## src/rtl/cnn_layer_sequencer.sv

```systemverilog
// cnn_layer_sequencer: forward-pass sequencer stepping conv layers (W/I/S/R/P stages) then FC layers.
// Ports: clk, reset_n (async active-low); start_bit, abort, pool_bypass[NUM_CONV];
//   done_w/i/s/r/p, done_fc stage-complete pulses; stage_load one-hot {w,i,s,r,p};
//   layer_idx, fc_load, fc_idx, busy, done_fwd (1-cycle), error (sticky watchdog flag).
// Optional: define STAGE_TIMEOUT_EN to enable the per-stage watchdog; otherwise error is tied low.
module cnn_layer_sequencer #(
  parameter int NUM_CONV       = 2,
  parameter int NUM_FC         = 2,
  parameter int IDX_W          = 3,
  parameter int TIMEOUT_CYCLES = 1024,
  parameter int TO_W           = 16
) (
  input  logic                clk,
  input  logic                reset_n,
  input  logic                start_bit,
  input  logic                abort,
  input  logic [NUM_CONV-1:0] pool_bypass,
  input  logic                done_w,
  input  logic                done_i,
  input  logic                done_s,
  input  logic                done_r,
  input  logic                done_p,
  input  logic                done_fc,
  output logic [4:0]          stage_load,
  output logic [IDX_W-1:0]    layer_idx,
  output logic                fc_load,
  output logic [IDX_W-1:0]    fc_idx,
  output logic                busy,
  output logic                done_fwd,
  output logic                error
);
  typedef enum logic [2:0] {IDLE, WEIGHT, INPUT, SYS, REG, POOL, FC, DONE} state_t;
  localparam int BW = 1 << IDX_W;
  state_t state, state_n, exit_s;
  logic [IDX_W-1:0] layer_n, fc_n, exit_l;
  logic [BW-1:0] byp;
  logic gap, gap_n, last_conv;
  // widen so the bypass bit can be indexed directly by layer_idx
  assign byp = BW'(pool_bypass);
  assign last_conv = layer_idx == IDX_W'(NUM_CONV - 1);
  // where a conv layer goes once its pooling (or bypassed pooling) completes
  assign exit_s = !last_conv ? WEIGHT : (NUM_FC == 0 ? DONE : FC);
  assign exit_l = last_conv ? layer_idx : layer_idx + IDX_W'(1);
`ifdef STAGE_TIMEOUT_EN
  logic [TO_W-1:0] to_cnt;
  logic hit, err_n;
  // matching done for the current stage; a done on the terminal cycle beats the timeout
  assign hit = state == WEIGHT ? done_w :
               state == INPUT  ? done_i :
               state == SYS    ? done_s :
               state == REG    ? done_r :
               state == POOL   ? done_p :
               state == FC     ? done_fc && !gap : 1'b0;
`endif
  always_comb begin
    state_n = state;
    layer_n = layer_idx;
    fc_n    = fc_idx;
    gap_n   = 1'b0;
`ifdef STAGE_TIMEOUT_EN
    err_n   = (state == IDLE && start_bit) ? 1'b0 : error;
`endif
    case (state)
      IDLE:   state_n = start_bit ? WEIGHT : IDLE;
      WEIGHT: state_n = done_w ? INPUT : WEIGHT;
      INPUT:  state_n = done_i ? SYS : INPUT;
      SYS:    state_n = done_s ? REG : SYS;
      REG: if (done_r) begin
        state_n = byp[layer_idx] ? exit_s : POOL;
        layer_n = byp[layer_idx] ? exit_l : layer_idx;
      end
      POOL: if (done_p) begin
        state_n = exit_s;
        layer_n = exit_l;
      end
      // gap drops fc_load for one cycle so the FC engine sees a fresh rising edge
      FC: if (done_fc && !gap) begin
        if (fc_idx < IDX_W'(NUM_FC - 1)) begin
          fc_n  = fc_idx + IDX_W'(1);
          gap_n = 1'b1;
        end else state_n = DONE;
      end
      DONE:    state_n = IDLE;
      default: state_n = IDLE;
    endcase
`ifdef STAGE_TIMEOUT_EN
    if (state != IDLE && state != DONE && !hit && to_cnt == TO_W'(TIMEOUT_CYCLES - 1)) begin
      state_n = IDLE;
      err_n   = 1'b1;
    end
`endif
    if (abort && state != IDLE) state_n = IDLE;
    if (state_n == IDLE) begin
      layer_n = '0;
      fc_n    = '0;
      gap_n   = 1'b0;
    end
  end
  always_ff @(posedge clk or negedge reset_n) begin
    if (!reset_n) begin
      state     <= IDLE;
      layer_idx <= '0;
      fc_idx    <= '0;
      gap       <= 1'b0;
    end else begin
      state     <= state_n;
      layer_idx <= layer_n;
      fc_idx    <= fc_n;
      gap       <= gap_n;
    end
  end
`ifdef STAGE_TIMEOUT_EN
  always_ff @(posedge clk or negedge reset_n) begin
    if (!reset_n) begin
      to_cnt <= '0;
      error  <= 1'b0;
    end else begin
      to_cnt <= (state_n != state || hit || gap || state == IDLE) ? '0 : to_cnt + TO_W'(1);
      error  <= err_n;
    end
  end
`else
  assign error = 1'b0;
`endif
  assign stage_load = state == WEIGHT ? 5'b10000 :
                      state == INPUT  ? 5'b01000 :
                      state == SYS    ? 5'b00100 :
                      state == REG    ? 5'b00010 :
                      state == POOL   ? 5'b00001 : 5'b00000;
  assign fc_load  = state == FC && !gap;
  assign busy     = state != IDLE;
  assign done_fwd = state == DONE;
endmodule

```

## config.mk

```make
export PLATFORM = sky130hd
export DESIGN_NAME = cnn_layer_sequencer
export DESIGN_NICKNAME = d
export VERILOG_FILES = /design/src/rtl/cnn_layer_sequencer.sv
export SDC_FILE = /design/constraint.sdc
export NUM_CORES = 1
export LEC_CHECK = 0
export ABC_AREA = 1
export CAP_MARGIN = 20
export CELL_PAD_IN_SITES_DETAIL_PLACEMENT = 1
export CELL_PAD_IN_SITES_GLOBAL_PLACEMENT = 2
export CORE_MARGIN = 2
export CORE_UTILIZATION = 29
export DETAILED_ROUTE_END_ITERATION = 10
export DONT_BUFFER_PORTS = 1
export MAX_ROUTING_LAYER = met4
export PLACE_DENSITY_LB_ADDON = 0.1
export RECOVER_POWER = 25
export SETUP_SLACK_MARGIN = 0.4
export SLEW_MARGIN = 5
export SYNTH_ARGS = -nofsm -noshare
export SYNTH_HDL_FRONTEND = slang
export SYNTH_SLANG_ARGS = --single-unit
```

## constraint.sdc

```tcl
create_clock -name clk -period 2.1 [get_ports clk]
set_input_delay 0.42 -clock clk [delete_from_list [all_inputs] [get_ports clk]]
set_output_delay 0.42 -clock clk [all_outputs]
set_load 0.05 [all_outputs]
```

After elaboration in Yosys (flattened, before gate mapping)
Cells that the tools add are included.
{ "op_classes": {"n_reduce_logical": 13, "order_cmp": 2, "n_addsub": 2, "mux": 33, "eq_ne": 11} }
{ "op_table": {"columns": ["cell", "count"], "rows": [
  ["$mux W3", 18],
  ["$pmux W3 S8", 1],
  ["$eq A3 B3 Y1 const B", 4],
  ["$ne A3 B3 Y1 const B", 3],
  ["$mux W1", 8],
  ["$add A3 B1 Y3 const B", 2],
  ["$eq A3 B1 Y1 const B", 2],
  ["$eq A3 B2 Y1 const B", 2],
  ["$logic_not A3 Y1", 2],
  ["$pmux W3 S2", 1],
  ["$reduce_bool A2 Y1", 3],
  ["$reduce_bool A3 Y1", 2],
  ["$mux W5", 1],
  ["$lt A3 B4 Y1 const B", 1],
  ["$mux W2", 2],
  ["$mux W4", 1],
  ["$reduce_and A4 Y1", 1],
  ["$bmux W1 S3", 1],
  ["$logic_and A1 B1 Y1", 3],
  ["$lt A3 B1 Y1 const B", 1],
  ["$reduce_and A3 Y1", 1],
  ["$logic_not A1 Y1", 1]
]} }
{ "totals": {"wordCells": 65, "input_bits": 12, "register_bits": 10} }

Longest topological paths before layout
{ "depth": {"depth_word": 9, "mapped_depth": 12, "ltp_nobuf": 11} }

Worst setup path after synthesis
No wires, ideal clock.
{ "synth_timing": {"path_kind": "register -> register", "start": "reg state[0]", "end": "reg layer_idx[0]", "t_required_ps": 2028, "t_arrival_ps": 1837, "stages_incl_launch_ff": 13, "slack_ps": 192, "cell_sequence": "dfrtp_1 buf_6 inv_6 nand2_1 nor2_1 nand2_1 nand3_1 nor2_1 nand3_1 nand2_1 nand2_2 inv_2 nor2_1"} }
{ "synth_via": {"elab_chain_len": 7, "word_cells_on_any_way": 24, "cone_classes": "eq/ne (10); mux (8); reduce/logical (6)"} }
{ "synth_lines": {"columns": ["element", "line", "source"], "rows": [
  ["start, declared", "34", "state_t state, state_n, exit_s;"],
  ["start signal, assigned", "106", "state <= state_n;"],
  ["$mux W3", "78", "if (fc_idx < IDX_W'(NUM_FC - 1)) begin"],
  ["$mux W3", "77", "FC: if (done_fc && !gap) begin"],
  ["$pmux W3 S8", "63", "case (state)"],
  ["$mux W3", "92", "if (abort && state != IDLE) state_n = IDLE;"],
  ["$logic_not A3 Y1", "93", "if (state_n == IDLE) begin"],
  ["$ne A3 B3 Y1 (no source line) / $reduce_bool A3 Y1 (equally long branches)", null, null],
  ["$reduce_and A4 Y1 (no source line)", null, null],
  ["end signal, assigned", "107", "layer_idx <= layer_n;"],
  ["end, declared", "25", "output logic [IDX_W-1:0] layer_idx,"]
]} }
Parallel ways exist; a longest one is shown, timed or not.
A chain may end at the register's enable or synchronous reset.

Worst setup path in the final report
{ "layout_timing": {"start": "reg layer_idx[1]", "end": "reg fc_idx[0]"} }
{ "layout_via": {"elab_chain_len": 9, "word_cells_on_any_way": 15, "cone_classes": "eq/ne (1); mux (9); reduce/logical (5)"} }
{ "layout_lines": {"columns": ["element", "line", "source"], "rows": [
  ["$bmux W1 S3 / $eq A3 B1 Y1 (equally long branches)", "69, 40", null],
  ["$mux W1 (not written as such) / $mux W3 (equally long branches)", "69, 42", null],
  ["$mux W3", "69", "state_n = byp[layer_idx] ? exit_s : POOL;"],
  ["$mux W3", "68", "REG: if (done_r) begin"],
  ["$pmux W3 S8 (*)", "63", null],
  ["$mux W3 (*)", "92", null],
  ["$logic_not A3 Y1 (*)", "93", null],
  ["$reduce_bool A2 Y1 (no source line)", null, null],
  ["$reduce_and A3 Y1 (no source line)", null, null],
  ["end signal, assigned", "108", "fc_idx <= fc_n;"],
  ["end, declared", "27", "output logic [IDX_W-1:0] fc_idx,"]
]} }
Mark *: on every way between the ends. The rest lies on a longest branch, timed or not. The select of a mux whose other input is x is not followed.

==> impl_results.md <==
- Synth cell types: 24
- Max-Cap Viols: 0
- Synthesized area per cell: 6.64 µm²
- Final period utilization: 0.812
- CTS Buf Count: 3
- Crit. End Element: flop
- Drt via density: 4.68
- Die Ht: 55.1 µm
- Inserted Diodes: 0
- Top post-synthesis cells by count: 29 x nand2_1, 17 x inv_1, 17 x nor2_1
- Starting Density: 0.306
- Core Rows: 18
- Worst-case reg-to-reg path depth: 10
- Rel. slew slack: 0.650
- Deepest clock path buffer count: 2
- Detailed router's first-iteration violation count: 2
- Worst Hold End: state[2]
- Req. time, crit path: 2.26 ns
- Leak Pwr: 0.000542 µW
- CP Launch Type: flop
- Multi-input logic area: 527 µm²
- Detail Placement HPWL: 1.64 mm
- H-tree depth: 1
- Fin crit period: 1.71 ns
- Clock Sinks: 10
- Power per Cell Area: 1150 nW/µm²
- Final Net Count: 151
- Gpl congestion: 0.836
- Worst-path maximum fanout: 5
- Core ar.: 2480 µm²
- Post-DRT Antenna Nets: 0
- Final hold viol count: 0
- WL final: 2.10 mm
- Reg-to-reg endpoint: fc_idx[0]
- Fmax: 586 MHz
- Hold Path Stages: 3
- Max-slew violations: 0
- Post-Synthesis Net Count: 129
- Final setup fails: 0
- DP Area: 856 µm²
- Final Util: 0.451
- Most common cell in the synthesized netlist: nand2_1
- PortBufs: 0
- Arrival time worst endpoint: 1.86 ns
- Leading area contributor after synthesis: dfrtp_1
- Hold path start: done_r
- First-pass iteration count of the detailed router: 2
- Clock root cell: clkbuf_4
- Mapped cell area: 757 µm²
- First-pass GRT wire length: 3.22 mm
- Routed WL per cell: 12.7 µm
- R2r startpoint: layer_idx[1]
- Vias in the first global route: 732
- Seq/Total Area, Yosys: 0.331
- Initial antenna violation count: 0
- GRT Total Usage: 0.158
- VDD IR max: 0.867 mV
- Fillers: 311
- DRC viols: 0
- Via count: 772
- Synth Instances: 114
- Synth top area cells: dfrtp_1 33%, nand2_1 14%, inv_1 8.4%
- Total congestion overflow: 0
- Worst slew pin tran: 0.526 ns
- Reg-to-reg slack, setup: 0.39 ns
- RSZ-0062 raised after global routing: true
- Ys async rst share: 1.00
- Fin Setup TNS: 0 ns
- Share of cells above drive strength 1: 0.504
- Post-synth EDFFs: 0
- CTS tree: yes
- Clock slew at reported path FFs: 0.07 ns
- Hold crit path type: in2reg
- Fin Clk Skew: 0.00147 ns
- Status: complete, no violations
- Synthesis-to-layout area growth: 47.6%
- Ys Warns: 0
- # IOs: 27
- Die area: 3030 µm²
- Largest net degree at the start of global routing: 11
- Yosys reg bits: 10
- Area share of the largest cell type after synthesis: 0.331
- FF/Latch Area: 259 µm²
- Die width: 55.1 µm
- Worst skew pair latency: 0.26 ns
- CP Class: reg2reg
- Predominant post-synthesis flop cell: dfrtp_1
- Final instance area: 1120 µm²
[per-layer routing]
metal	vias to the layer above	track usage	part of all wire
li1	394	-	-
met5	-	-	0
met2	14	0.264	0.55
met1	360	0.174	0.40
met3	4	0.0323	0.039
met4	0	0.0894	0.013
[worst max-delay path by stage]
stage	from	endpoint	slack, ns	cells after the start
3_3_place_gp	layer_idx[1]	layer_idx[0]	0.33	10
3_5_place_dp	layer_idx[1]	fc_idx[0]	0.30	10
2_1_floorplan	state[1]	layer_idx[0]	0.40	11
5_1_grt	layer_idx[1]	fc_idx[0]	0.28	10
4_1_cts	state[0]	fc_load	0.37	4
6_report	layer_idx[1]	fc_idx[0]	0.39	10
[metrics by stage]
stage,setup WS (ns),power (µW),std cells,hold WS (ns)
3_5_place_dp,0.295,859,151,0.125
5_1_grt,0.284,1390,165,0.375
4_1_cts,0.368,1130,157,0.372
3_3_place_gp,0.328,849,151,0.125
2_1_floorplan,0.404,746,114,0.124
6_report,0.395,1290,165,0.391
[cells in the final DEF (no fill, tap or decap), drive strengths merged, types with 2 or more instances in the layout]
master,n
a21oi,5
nand3,10
dfrtp,10
nand2,32
o21ai,4
xor2,2
buf,18
nor2,21
ha,3
inv,18
clkbuf,4
[sequential cells by signal, indices dropped and copies added (netlist names)]
name	flops
fc_idx	3
gap	1
layer_idx	3
state	3
[cell families (layout without fill, tap and decap cells)]
kind of cell,Yosys count,after routing,share of synthesized area
and+or+nand+nor,66,66,0.377
buffers and inverters,21,42,0.126
AOI/OAI and AO/OA,11,11,0.0893
DFF,10,10,0.331
adders and majority gates,3,3,0.0496
xor gates and xnor gates,2,2,0.0231
other,1,1,0.00495
[worst max-delay path, cell delays in order, from the launching register on]
cell	delay [ns]
dfrtp_2	0.57
inv_2	0.08
ha_4	0.18
nand2_4	0.08
inv_2	0.04
nand4_1	0.12
nand2_1	0.10
o21ai_2	0.18
nand2_4	0.10
nand2_2	0.09
nand2_2	0.06
[final cells by class]
| type | instances | area share |
|---|---|---|
| Multi-Input combinational cell | 83 | 0.471 |
| Inverter | 19 | 0.0761 |
| Tap cell | 30 | 0.0336 |
| Clock buffer | 4 | 0.0325 |
| Timing Repair Buffer | 19 | 0.155 |
| Sequential cell | 10 | 0.232 |
[power breakdown]
part	total [µW]	internal (µW)	switching [µW]	leakage, µW
combinational	802	283	519	0.000392
clock	176	105	70.8	0.0000210
sequential	308	227	80.8	0.000129
total	1290	615	671	0.000542
[timing repair]
item / 4_1_cts / 5_1_grt
gates cloned: 0 / 0
setup endpoints to repair: 15 / 13
hold buffers: 1 / 0
endpoints found under the hold margin: 10 / 0
gates resized for setup: 16 / 29
buffers inserted: 1 / 8
pin swaps: 7 / 11
No activity file was read; power rests on OpenSTA's default activity.
